### src/rtl/br_fifo_multi_channel_flops.sv
// br_fifo_multi_channel_flops
//
// Several independent logical FIFOs sharing one push port. Every pushed entry
// is steered to the channel named by push_ch; each channel drains through its
// own pop port. Storage is a flop array with Depth entries per channel. Each
// channel has its own read/write pointers and occupancy counter, so a stalled
// consumer on one channel never blocks traffic on another.
//
// Handshake semantics (both sides): a transfer happens on a rising clk edge
// where valid and ready are both high. The producer holds push_valid, push_ch
// and push_data stable while push_ready is low. This block holds pop_valid[c]
// and pop_data[c] stable while pop_ready[c] is low. push_ready never depends
// on push_valid or on any pop_ready.
//
// Ports:
//   clk, rst                  clock, asynchronous active-high reset
//   push_valid/ready/ch/data  shared push port
//   pop_valid/ready/data      per-channel pop ports; channel c at [c*Width +: Width]
//   full, full_next           per-channel full flag and its next-cycle value
//   empty, empty_next         per-channel empty flag and its next-cycle value
//   items, items_next         per-channel occupancy and its next-cycle value
//   slots, slots_next         per-channel free entries and its next-cycle value
//   total_items               registered sum of all channel occupancies
module br_fifo_multi_channel_flops #(
    parameter int NumChannels  = 2,
    parameter int Depth        = 2,
    parameter int Width        = 1,
    parameter int EnableBypass = 1,
    localparam int ChWidth     = ($clog2(NumChannels) > 1) ? $clog2(NumChannels) : 1,
    localparam int CountWidth  = $clog2(Depth + 1),
    localparam int TotalWidth  = $clog2(NumChannels * Depth + 1)
) (
    input  logic                              clk,
    input  logic                              rst,
    input  logic                              push_valid,
    output logic                              push_ready,
    input  logic [ChWidth-1:0]                push_ch,
    input  logic [Width-1:0]                  push_data,
    output logic [NumChannels-1:0]            pop_valid,
    input  logic [NumChannels-1:0]            pop_ready,
    output logic [NumChannels*Width-1:0]      pop_data,
    output logic [NumChannels-1:0]            full,
    output logic [NumChannels-1:0]            full_next,
    output logic [NumChannels*CountWidth-1:0] slots,
    output logic [NumChannels*CountWidth-1:0] slots_next,
    output logic [NumChannels-1:0]            empty,
    output logic [NumChannels-1:0]            empty_next,
    output logic [NumChannels*CountWidth-1:0] items,
    output logic [NumChannels*CountWidth-1:0] items_next,
    output logic [TotalWidth-1:0]             total_items
);

    localparam int PtrWidth = (Depth > 1) ? $clog2(Depth) : 1;

    logic [CountWidth-1:0] items_q [NumChannels];
    logic [CountWidth-1:0] items_d [NumChannels];
    logic [PtrWidth-1:0]   wr_ptr  [NumChannels];
    logic [PtrWidth-1:0]   rd_ptr  [NumChannels];
    logic [Width-1:0]      mem     [NumChannels][Depth];
    logic [TotalWidth-1:0] total_q;
    logic [TotalWidth-1:0] total_d;

    logic [NumChannels-1:0] full_int;
    logic [NumChannels-1:0] empty_int;
    logic [NumChannels-1:0] push_hit;
    logic [NumChannels-1:0] push_to;
    logic [NumChannels-1:0] bypass;
    logic [NumChannels-1:0] pop_valid_int;
    logic [NumChannels-1:0] pop_int;
    logic [NumChannels-1:0] write_en;
    logic                   push;

    // Pointers count 0..Depth-1 and wrap, so Depth need not be a power of 2.
    function automatic logic [PtrWidth-1:0] ptr_inc(input logic [PtrWidth-1:0] p);
        return (p == PtrWidth'(Depth - 1)) ? '0 : p + PtrWidth'(1);
    endfunction

    always_comb begin
        full_int  = '0;
        empty_int = '0;
        for (int c = 0; c < NumChannels; c++) begin
            full_int[c]  = (items_q[c] == CountWidth'(Depth));
            empty_int[c] = (items_q[c] == '0);
        end
    end

    // Ready looks only at the registered full flag: a pop in the same cycle
    // does not open a slot for the push.
    assign push_ready = !full_int[push_ch];
    assign push       = push_valid && push_ready;

    always_comb begin
        push_hit      = '0;
        push_to       = '0;
        bypass        = '0;
        pop_valid_int = '0;
        pop_int       = '0;
        write_en      = '0;
        total_d       = '0;
        for (int c = 0; c < NumChannels; c++) begin
            items_d[c]       = '0;
            push_hit[c]      = push_valid && (int'(push_ch) == c);
            push_to[c]       = push && push_hit[c];
            // An empty channel can present the incoming push directly; gated
            // by !rst so pop_valid reads 0 throughout reset.
            bypass[c]        = (EnableBypass != 0) && !rst && empty_int[c] && push_hit[c];
            pop_valid_int[c] = !empty_int[c] || bypass[c];
            pop_int[c]       = pop_valid_int[c] && pop_ready[c];
            // A bypassed entry that is consumed immediately never lands in
            // storage; both pointers still step so they stay equal.
            write_en[c]      = push_to[c] && !(bypass[c] && pop_ready[c]);
            items_d[c]       = items_q[c] + CountWidth'(push_to[c]) - CountWidth'(pop_int[c]);
            total_d          = total_d + TotalWidth'(items_d[c]);
        end
    end

    assign pop_valid   = pop_valid_int;
    assign full        = full_int;
    assign empty       = empty_int;
    assign total_items = total_q;

    always_comb begin
        items      = '0;
        items_next = '0;
        slots      = '0;
        slots_next = '0;
        full_next  = '0;
        empty_next = '0;
        pop_data   = '0;
        for (int c = 0; c < NumChannels; c++) begin
            items[c*CountWidth +: CountWidth]      = items_q[c];
            slots[c*CountWidth +: CountWidth]      = CountWidth'(Depth) - items_q[c];
            items_next[c*CountWidth +: CountWidth] = items_d[c];
            slots_next[c*CountWidth +: CountWidth] = CountWidth'(Depth) - items_d[c];
            full_next[c]                           = (items_d[c] == CountWidth'(Depth));
            empty_next[c]                          = (items_d[c] == '0);
            pop_data[c*Width +: Width]             = bypass[c] ? push_data : mem[c][rd_ptr[c]];
        end
    end

    always_ff @(posedge clk or posedge rst) begin
        if (rst) begin
            for (int c = 0; c < NumChannels; c++) begin
                items_q[c] <= '0;
                wr_ptr[c]  <= '0;
                rd_ptr[c]  <= '0;
            end
            total_q <= '0;
        end else begin
            for (int c = 0; c < NumChannels; c++) begin
                items_q[c] <= items_d[c];
                if (push_to[c]) begin
                    wr_ptr[c] <= ptr_inc(wr_ptr[c]);
                end
                if (pop_int[c]) begin
                    rd_ptr[c] <= ptr_inc(rd_ptr[c]);
                end
            end
            total_q <= total_d;
        end
    end

    // Payload storage carries no reset; contents are only observed when valid.
    always_ff @(posedge clk) begin
        for (int c = 0; c < NumChannels; c++) begin
            if (write_en[c]) begin
                mem[c][wr_ptr[c]] <= push_data;
            end
        end
    end

    always_ff @(posedge clk) begin
        if (!rst && push_valid) begin
            assert (int'(push_ch) < NumChannels);
        end
    end

endmodule
### config.mk
export PLATFORM = sky130hd
export DESIGN_NAME = br_fifo_multi_channel_flops
export DESIGN_NICKNAME = d
export VERILOG_FILES = /design/src/rtl/br_fifo_multi_channel_flops.sv
export SDC_FILE = /design/constraint.sdc
export NUM_CORES = 1
export LEC_CHECK = 0
export ABC_AREA = 0
export CAP_MARGIN = 20
export CORE_MARGIN = 1.5
export CORE_UTILIZATION = 42
export DETAILED_ROUTE_END_ITERATION = 7
export PLACE_DENSITY_LB_ADDON = 0.05
export SETUP_SLACK_MARGIN = 0.4
export SYNTH_ARGS = -nofsm -noshare
export SYNTH_HDL_FRONTEND = slang
export SYNTH_SLANG_ARGS = --single-unit
### constraint.sdc
create_clock -name clk -period 3.7 [get_ports clk]
set_input_delay 0.74 -clock clk [delete_from_list [all_inputs] [get_ports clk]]
set_output_delay 0.74 -clock clk [all_outputs]
set_load 0.005 [all_outputs]
==> impl_metrics.ini, run 1 <==
[floorplanning]
num_rows = 16
die_area_sq_um = 2524
die_h_um = 50.24
coreArea_sq_um = 2022
start_util_pct = 46.35
die_w_um = 50.24
io_pins = 39

[worst_setup_path]
crit_start = items[1]$_DFF_PP0_
critical_path.top_delay_family = adder cells
reg2reg_to = total_items[2]$_DFF_PP0_
path_max_fanout = 3
end_kind = output port
critPathMaxStageDelay_ns = 0.43
worstReg2RegStart = items[1]$_DFF_PP0_
worstPathArrival_ns = 2.58
cp-endpoint = items_next[1]
path_cells = ha_2 -> or3b_4 -> ha_4 -> inv_2 -> ha_4 -> xnor2_4 -> xnor2_2 -> inv_2 -> buf_6 -> buf_6 -> buf_6 -> buf_6
slowest_stage = dfrtp_1
crit_type = reg -> out
critical_path_required_ns = 2.96
r2r_slack_ns = 0.98
crit_top_cell = buf_6
critPathLaunchType = flop
cp.buffers_inverters = 6
ff2ff_path_depth = 12
cp.depth = 12

[min_path]
worstHoldStart = wr_ptr[1]$_DFFE_PP0P_
min_path_type = reg -> reg

[timing]
post-route-period-util_pct = 89.78
finalHoldViolCount = 0
drv_slew = 0
setup_violations = 0
fin_skew_ns = 0.002126
fin_ws_ns = 0.3781
relSlewSlack_pct = 66.46
tightest_slew_ns = 0.5026
period_minus_slack_ns = 3.322
fmax_ghz = 0.3010
rsz0062_at_grt = true

[layout]
final_net_count = 175
fillCellCount = 108
syn_to_final_growth_pct = 80.24
stdcell_count = 181
final_common_cell = buf_4
layout_common_cells = buf_4 (30), clkdlybuf4s50_1 (25), inv_1 (8), dfrtp_1 (8)
utilization_pct = 83.54
layout-drive-gt1-share_pct = 47.40
diodes = 0

[logic_synthesis]
avgSynthCellArea_sq_um = 11.16
ys_ff_latch = 15
syn_nets = 104
synthCells = 84
syn_area_sq_um = 937.1
yosysWarnings = 0
yosysSeqAreaShare_pct = 42.19
ys_types = 26

[power_and_ir_drop]
cellPowerDensity_nw_per_um2 = 1157
ir_drop_v = 0.0009934
p_leak_nw = 0.7965
p_total_w = 0.001954

[placed_design]
pre_cts_ws_ns = -0.4209
gp_congestion = 0.7629
place_inst = 161
portBuffers = 38
hpwl_um = 1645

[global_routing]
antenna_found_initial = 0
grt-ovfl-total = 0
grt_max_degree = 13
grt_pass1_wl_um = 3877
first_global_vias = 836
grt_usage_pct = 20.62

[routing]
routed_wirelength_um = 2481
drtPass1Iterations = 4
drcViolationCount = 0
via_per_inst = 4.773
drt.antenna.violating_nets = 0
vias = 864
drtIter0Drc = 16
wire_per_inst_um = 13.71

[clock_network]
numCtsBuffers = 3
cts_sinks = 15
cts_tree = built
cts-root-buf = clkbuf_4
clk_latency_ns = 0.29
cts_max_level = 1
cts_buffer_depth = 2
clk_pin_slew_worst_paths_ns = 0.10

[job]
maxCapViolations = 0

[outcome]
status = finished, final reports clean
sequential cells by signal, summed over array words and instances, names as in the netlist:
| signal | flops |
|---|---|
| rd_ptr | 2 |
| items | 4 |
| total_items | 3 |
| wr_ptr | 2 |
| mem | 4 |
kinds of logic (layout without fill, tap and decap cells):
kind of cell | after synthesis | after routing | share of synthesized area (%)
buffers and inverters | 19 | 89 | 10.01
and+or+nand+nor | 16 | 16 | 11.35
DFF | 15 | 15 | 42.19
adders and majority gates | 13 | 13 | 17.36
xor gates and xnor gates | 10 | 10 | 9.346
AOI/OAI and AO/OA | 8 | 8 | 6.542
muxes | 3 | 3 | 3.204
area by class of cell:
type / instances / area, sq um / share of cell area, %
clock buffers: 3 / 22.52 / 1.333
clock inverters: 1 / 5.005 / 0.2963
inverters: 14 / 52.55 / 3.111
multi-input cells: 50 / 570.5 / 33.78
flip-flops and latches: 15 / 399.1 / 23.63
well taps: 27 / 33.78 / 2.000
repair buffers: 71 / 605.6 / 35.85
Yosys cell counts:
cell,instances,area (sq um)
inv_1,14,52.55
ha_1,13,162.7
dfrtp_1,11,275.3
xnor2_1,9,78.83
buf_4,4,30.03
edfxtp_1,4,120.1
mux2i_1,3,30.03
nand2_1,3,11.26
and2_1,2,12.51
nand2b_1,2,12.51
nand3b_1,2,15.01
nor2b_1,2,12.51
o21ai_0,2,10.01
a21boi_0,1,7.510
a21oi_1,1,5.000
a31o_2,1,8.760
a31oi_1,1,6.260
a31oi_2,1,12.51
a41o_2,1,11.26
and2b_1,1,7.510
and4bb_2,1,12.51
buf_6,1,11.26
nor2_1,1,3.750
nor3b_1,1,7.510
or3b_4,1,11.26
xor2_1,1,8.760
metrics by stage:
step           instance area (sq um)  setup TNS [ns]  hold slack [ns]
2_1_floorplan                  952.2               0           0.4513
3_3_place_gp                    1453          -2.112           0.4672
3_5_place_dp                    1453          -2.308           0.4799
4_1_cts                         1647               0           0.4943
5_1_grt                         1689               0           0.5118
6_report                        1689               0           0.4887
metal layers:
metal	share of wire (%)	global-route usage, %	wire length [um]
met5	0	0	0
met4	3.9	12.04	96
met3	6.5	3.274	161
met2	49	34.65	1227
met1	40	24.71	995
what timing repair did:
action | CTS | global route
cloned | 0 | 0
resized for setup | 60 | 9
hold buffers | 0 | 0
pin swaps | 13 | 6
endpoints found under the setup margin | 12 | 9
setup buffers | 13 | 3
worst register-to-register path, delay by kind of cell, from the launching register on:
kind	cells	cell delay [ns]
AOI/OAI and AO/OA	1	0.21
buffers and inverters	3	0.32
DFF	1	0.43
and+or+nand+nor	1	0.39
xor gates and xnor gates	3	0.43
adders and majority gates	4	0.84
where the power goes:
part	internal [W]	switching [W]	total (W)
combinational	0.000966	0.000585	0.00155
sequential	0.000252	0.0000512	0.000303
clock	0.0000401	0.0000591	0.0000992
total	0.00126	0.000696	0.00195
worst min path at each step:
| stage | end | slack [ns] | depth (start not counted) |
|---|---|---|---|
| finish | wr_ptr[1]$_DFFE_PP0P_ | 0.49 | 1 |
| global route | wr_ptr[1]$_DFFE_PP0P_ | 0.51 | 1 |
| CTS | wr_ptr[1]$_DFFE_PP0P_ | 0.49 | 1 |
| detailed placement | wr_ptr[0]$_DFFE_PP0P_ | 0.48 | 1 |
| global placement | wr_ptr[1]$_DFFE_PP0P_ | 0.47 | 1 |
| floorplan | wr_ptr[1]$_DFFE_PP0P_ | 0.45 | 1 |
Note: power is estimated with default switching activity, not from simulation.
==> inputs of run 2 (changes only) <==
- CORE_ASPECT_RATIO: default -> 0.75
==> run 2 against run 1 <==
The run now fails in global routing. Synthesized area stayed put. Synthesized cell count is the same.
==> impl_metrics.ini, run 2 <==
[outcome]
status = did not finish
haltStage = global routing
stop_error = [ERROR DPL-0033] detailed placement checks failed during check placement.

[placed_design]
pre_cts_ws_ns = -0.5490
postPlaceCellArea_sq_um = 1441
hpwl_um = 1679
gp_congestion = 0.7715
portBuffers = 38

[logic_synthesis]
synth_edf_count = 4
yosysSeqAreaShare_pct = 42.19
async_reset_ff_share_pct = 73.33
synthCells = 84
synth.most_common_cell = inv_1
ys_types = 26
avgSynthCellArea_sq_um = 11.16
syn_nets = 104
syn_area_sq_um = 937.1
yosysWarnings = 0
yosysTopAreaCell = dfrtp_1
synth.area.top_cells = dfrtp_1 (29%), ha_1 (17%), edfxtp_1 (13%)
synth_commonest_cells = inv_1 (14), ha_1 (13), dfrtp_1 (11)
yosys.area.top_type_share_pct = 29.37
ys_ff_latch = 15
synth_flop_cell = dfrtp_1

[clock_network]
cts-root-buf = clkbuf_4
cts_sinks = 15
numCtsBuffers = 3
cts_buffer_depth = 2
cts_max_level = 1

[floorplanning]
die_w_um = 57.55
io_pins = 39
num_rows = 14
die_h_um = 43.91
start_util_pct = 45.73

[timing]
postGrtWorstEndpoint = empty_next[0]
endpoint_type = output port

[global_routing]
antenna_found_initial = 0
grt_max_degree = 13
[run 2: cell counts after synthesis]
Identical to the previous run, type by type.
[run 2: stage by stage]
stage	utilization (%)	instances
floorplan	-	84
global placement	70.33	157
detailed placement	70.33	157
CTS	89.56	195
[run 2: kinds of logic after synthesis]
kind of cell	count (synthesis)	share of synthesized area [%]
AO/OA/AOI/OAI	8	6.542
XOR/XNOR	10	9.346
adder cells (fa/ha/maj)	13	17.36
buffers and inverters	19	10.01
flip-flops	15	42.19
multiplexers	3	3.204
AND/OR/NAND/NOR	16	11.35
[run 2: what timing repair did]
item                       4_1_cts
buffers inserted                34
cloned                           0
pin swaps                       14
hold buffers                     0
setup endpoints to repair       13
resized for setup               67
==> inputs of run 3 (changes only) <==
- CORE_AREA: default -> 2 2 63 65
- CORE_ASPECT_RATIO: 0.75 -> default
- CORE_MARGIN: 1.5 -> default
- CORE_UTILIZATION: 42 -> default
- DIE_AREA: default -> 0 0 65 67
- PLACE_DENSITY_LB_ADDON: 0.05 -> 0.15
- SETUP_SLACK_MARGIN: 0.4 -> default
==> run 3 against run 2 <==
The flow now finishes without violations.
==> impl_metrics.ini, run 3 (synthesis results as in run 1) <==
[timing]
period_minus_slack_ns = 3.613
setup_tns_ns = 0
post-route-period-util_pct = 97.66
relSlewSlack_pct = 65.50
fin_ws_ns = 0.08675
drv_slew = 0
tightest_slew_ns = 0.5170
fin_skew_ns = 0.001077
finalHoldViolCount = 0
setup_violations = 0
fmax_ghz = 0.2768
rsz0062_at_grt = false

[routing]
wire_per_inst_um = 11.33
drcViolationCount = 0
drtPass1Iterations = 4
via_per_inst = 3.984
drtIter0Drc = 11
drt.antenna.violating_nets = 0
vias = 765
routed_wirelength_um = 2175

[layout]
stdcell_count = 192
layout_common_cells = clkdlybuf4s50_1 (28), buf_4 (23), inv_1 (14)
diodes = 0
final_area_sq_um = 1620
utilization_pct = 44.93
syn_to_final_growth_pct = 72.90
final_common_cell = clkdlybuf4s50_1
fillCellCount = 365
final_net_count = 165
layout-drive-gt1-share_pct = 29.86

[floorplanning]
die_area_sq_um = 4355
num_rows = 22
io_pins = 39
die_w_um = 65
start_util_pct = 25.99
die_h_um = 67
coreArea_sq_um = 3606

[outcome]
status = finished, final reports clean

[placed_design]
pre_cts_ws_ns = -0.4598
postPlaceCellArea_sq_um = 1449
hpwl_um = 1665
place_inst = 180
gp_congestion = 0.7139
portBuffers = 38

[global_routing]
antenna_found_initial = 0
grt_max_degree = 13
grt-ovfl-total = 0
grt_pass1_wl_um = 3567
grt_usage_pct = 10.78
first_global_vias = 797

[clock_network]
cts_buffer_depth = 2
cts-root-buf = clkbuf_8
numCtsBuffers = 3
cts_max_level = 1
clk_latency_ns = 0.25
cts_tree = built
clk_pin_slew_worst_paths_ns = 0.06
cts_sinks = 15

[power_and_ir_drop]
ir_drop_v = 0.0005991
p_leak_nw = 0.7914
cellPowerDensity_nw_per_um2 = 1076

[min_path]
holdPathStages = 1
min_path_type = reg -> reg

[job]
maxCapViolations = 0

[worst_setup_path]
critPathLaunchType = input port
end_kind = output port
path_max_fanout = 4
slowest_stage = clkdlybuf4s50_1
path_cells = clkdlybuf4s15_2 -> or3b_4 -> ha_1 -> inv_1 -> ha_4 -> xnor2_4 -> xnor2_2 -> inv_1 -> ha_1 -> clkdlybuf4s50_1
crit_type = in -> out
critical_path_required_ns = 2.96
ff2ff_path_depth = 13
critPathMaxStageDelay_ns = 0.44
worstPathArrival_ns = 2.87
[run 3: worst paths after layout]
path / end / startpoint / slack (ns)
worst max-delay path: full_next[0] / push_ch / 0.09
worst min-delay path: wr_ptr[1]$_DFFE_PP0P_ / wr_ptr[1]$_DFFE_PP0P_ / 0.48
worst max register to register: total_items[2]$_DFF_PP0_ / items[0]$_DFF_PP0_ / 1.00
worst min register to register: wr_ptr[1]$_DFFE_PP0P_ / wr_ptr[1]$_DFFE_PP0P_ / 0.48
max in group asynchronous: items[1]$_DFF_PP0_ / rst / 2.52
min in group asynchronous: wr_ptr[0]$_DFFE_PP0P_ / rst / 0.84
[run 3: worst max-delay path, delay by kind of cell]
| kind | cells | cell delay [ns] |
|---|---|---|
| and+or+nand+nor | 1 | 0.40 |
| adders and majority gates | 3 | 0.63 |
| buffers and inverters | 4 | 0.80 |
| xor gates and xnor gates | 2 | 0.30 |
[run 3: area by class of cell]
class / count / area [sq um] / share of cell area [%]
Inverter: 14 / 52.55 / 3.243
Multi-Input combinational cell: 50 / 515.5 / 31.81
Clock inverter: 1 / 5.005 / 0.3089
Tap cell: 48 / 60.06 / 3.707
Sequential cell: 15 / 395.4 / 24.40
Clock buffer: 3 / 41.29 / 2.548
Timing Repair Buffer: 61 / 550.5 / 33.98
[run 3: stage by stage]
stage                power, W  hold slack (ns)
floorplan           0.0008080           0.4513
global placement     0.001507           0.4751
detailed placement   0.001510           0.4776
CTS                  0.001716           0.4887
global route         0.001921           0.5020
finish               0.001743           0.4800
[run 3: per-layer routing]
layer / up-vias / GRT usage, % / part of all wire [%] / routed length [um]
li1: 393 / - / - / -
met1: 341 / 14.67 / 48 / 1037
met2: 29 / 16.24 / 43 / 936
met3: 2 / 3.378 / 8.4 / 183
met4: 0 / 3.191 / 0.87 / 19
met5: - / 0 / 0 / 0
[run 3: where the power goes]
part	total, W	switching (W)	internal [W]
registers	0.000303	0.0000538	0.000249
clock network	0.000132	0.0000575	0.0000745
logic	0.00131	0.000465	0.000844
[run 3: what timing repair did]
item                       CTS  global route
hold buffers                 0             0
gates cloned                 0             0
buffers inserted             5             3
resized for setup           17            10
setup endpoints to repair   10             6
pin swaps                    3             6
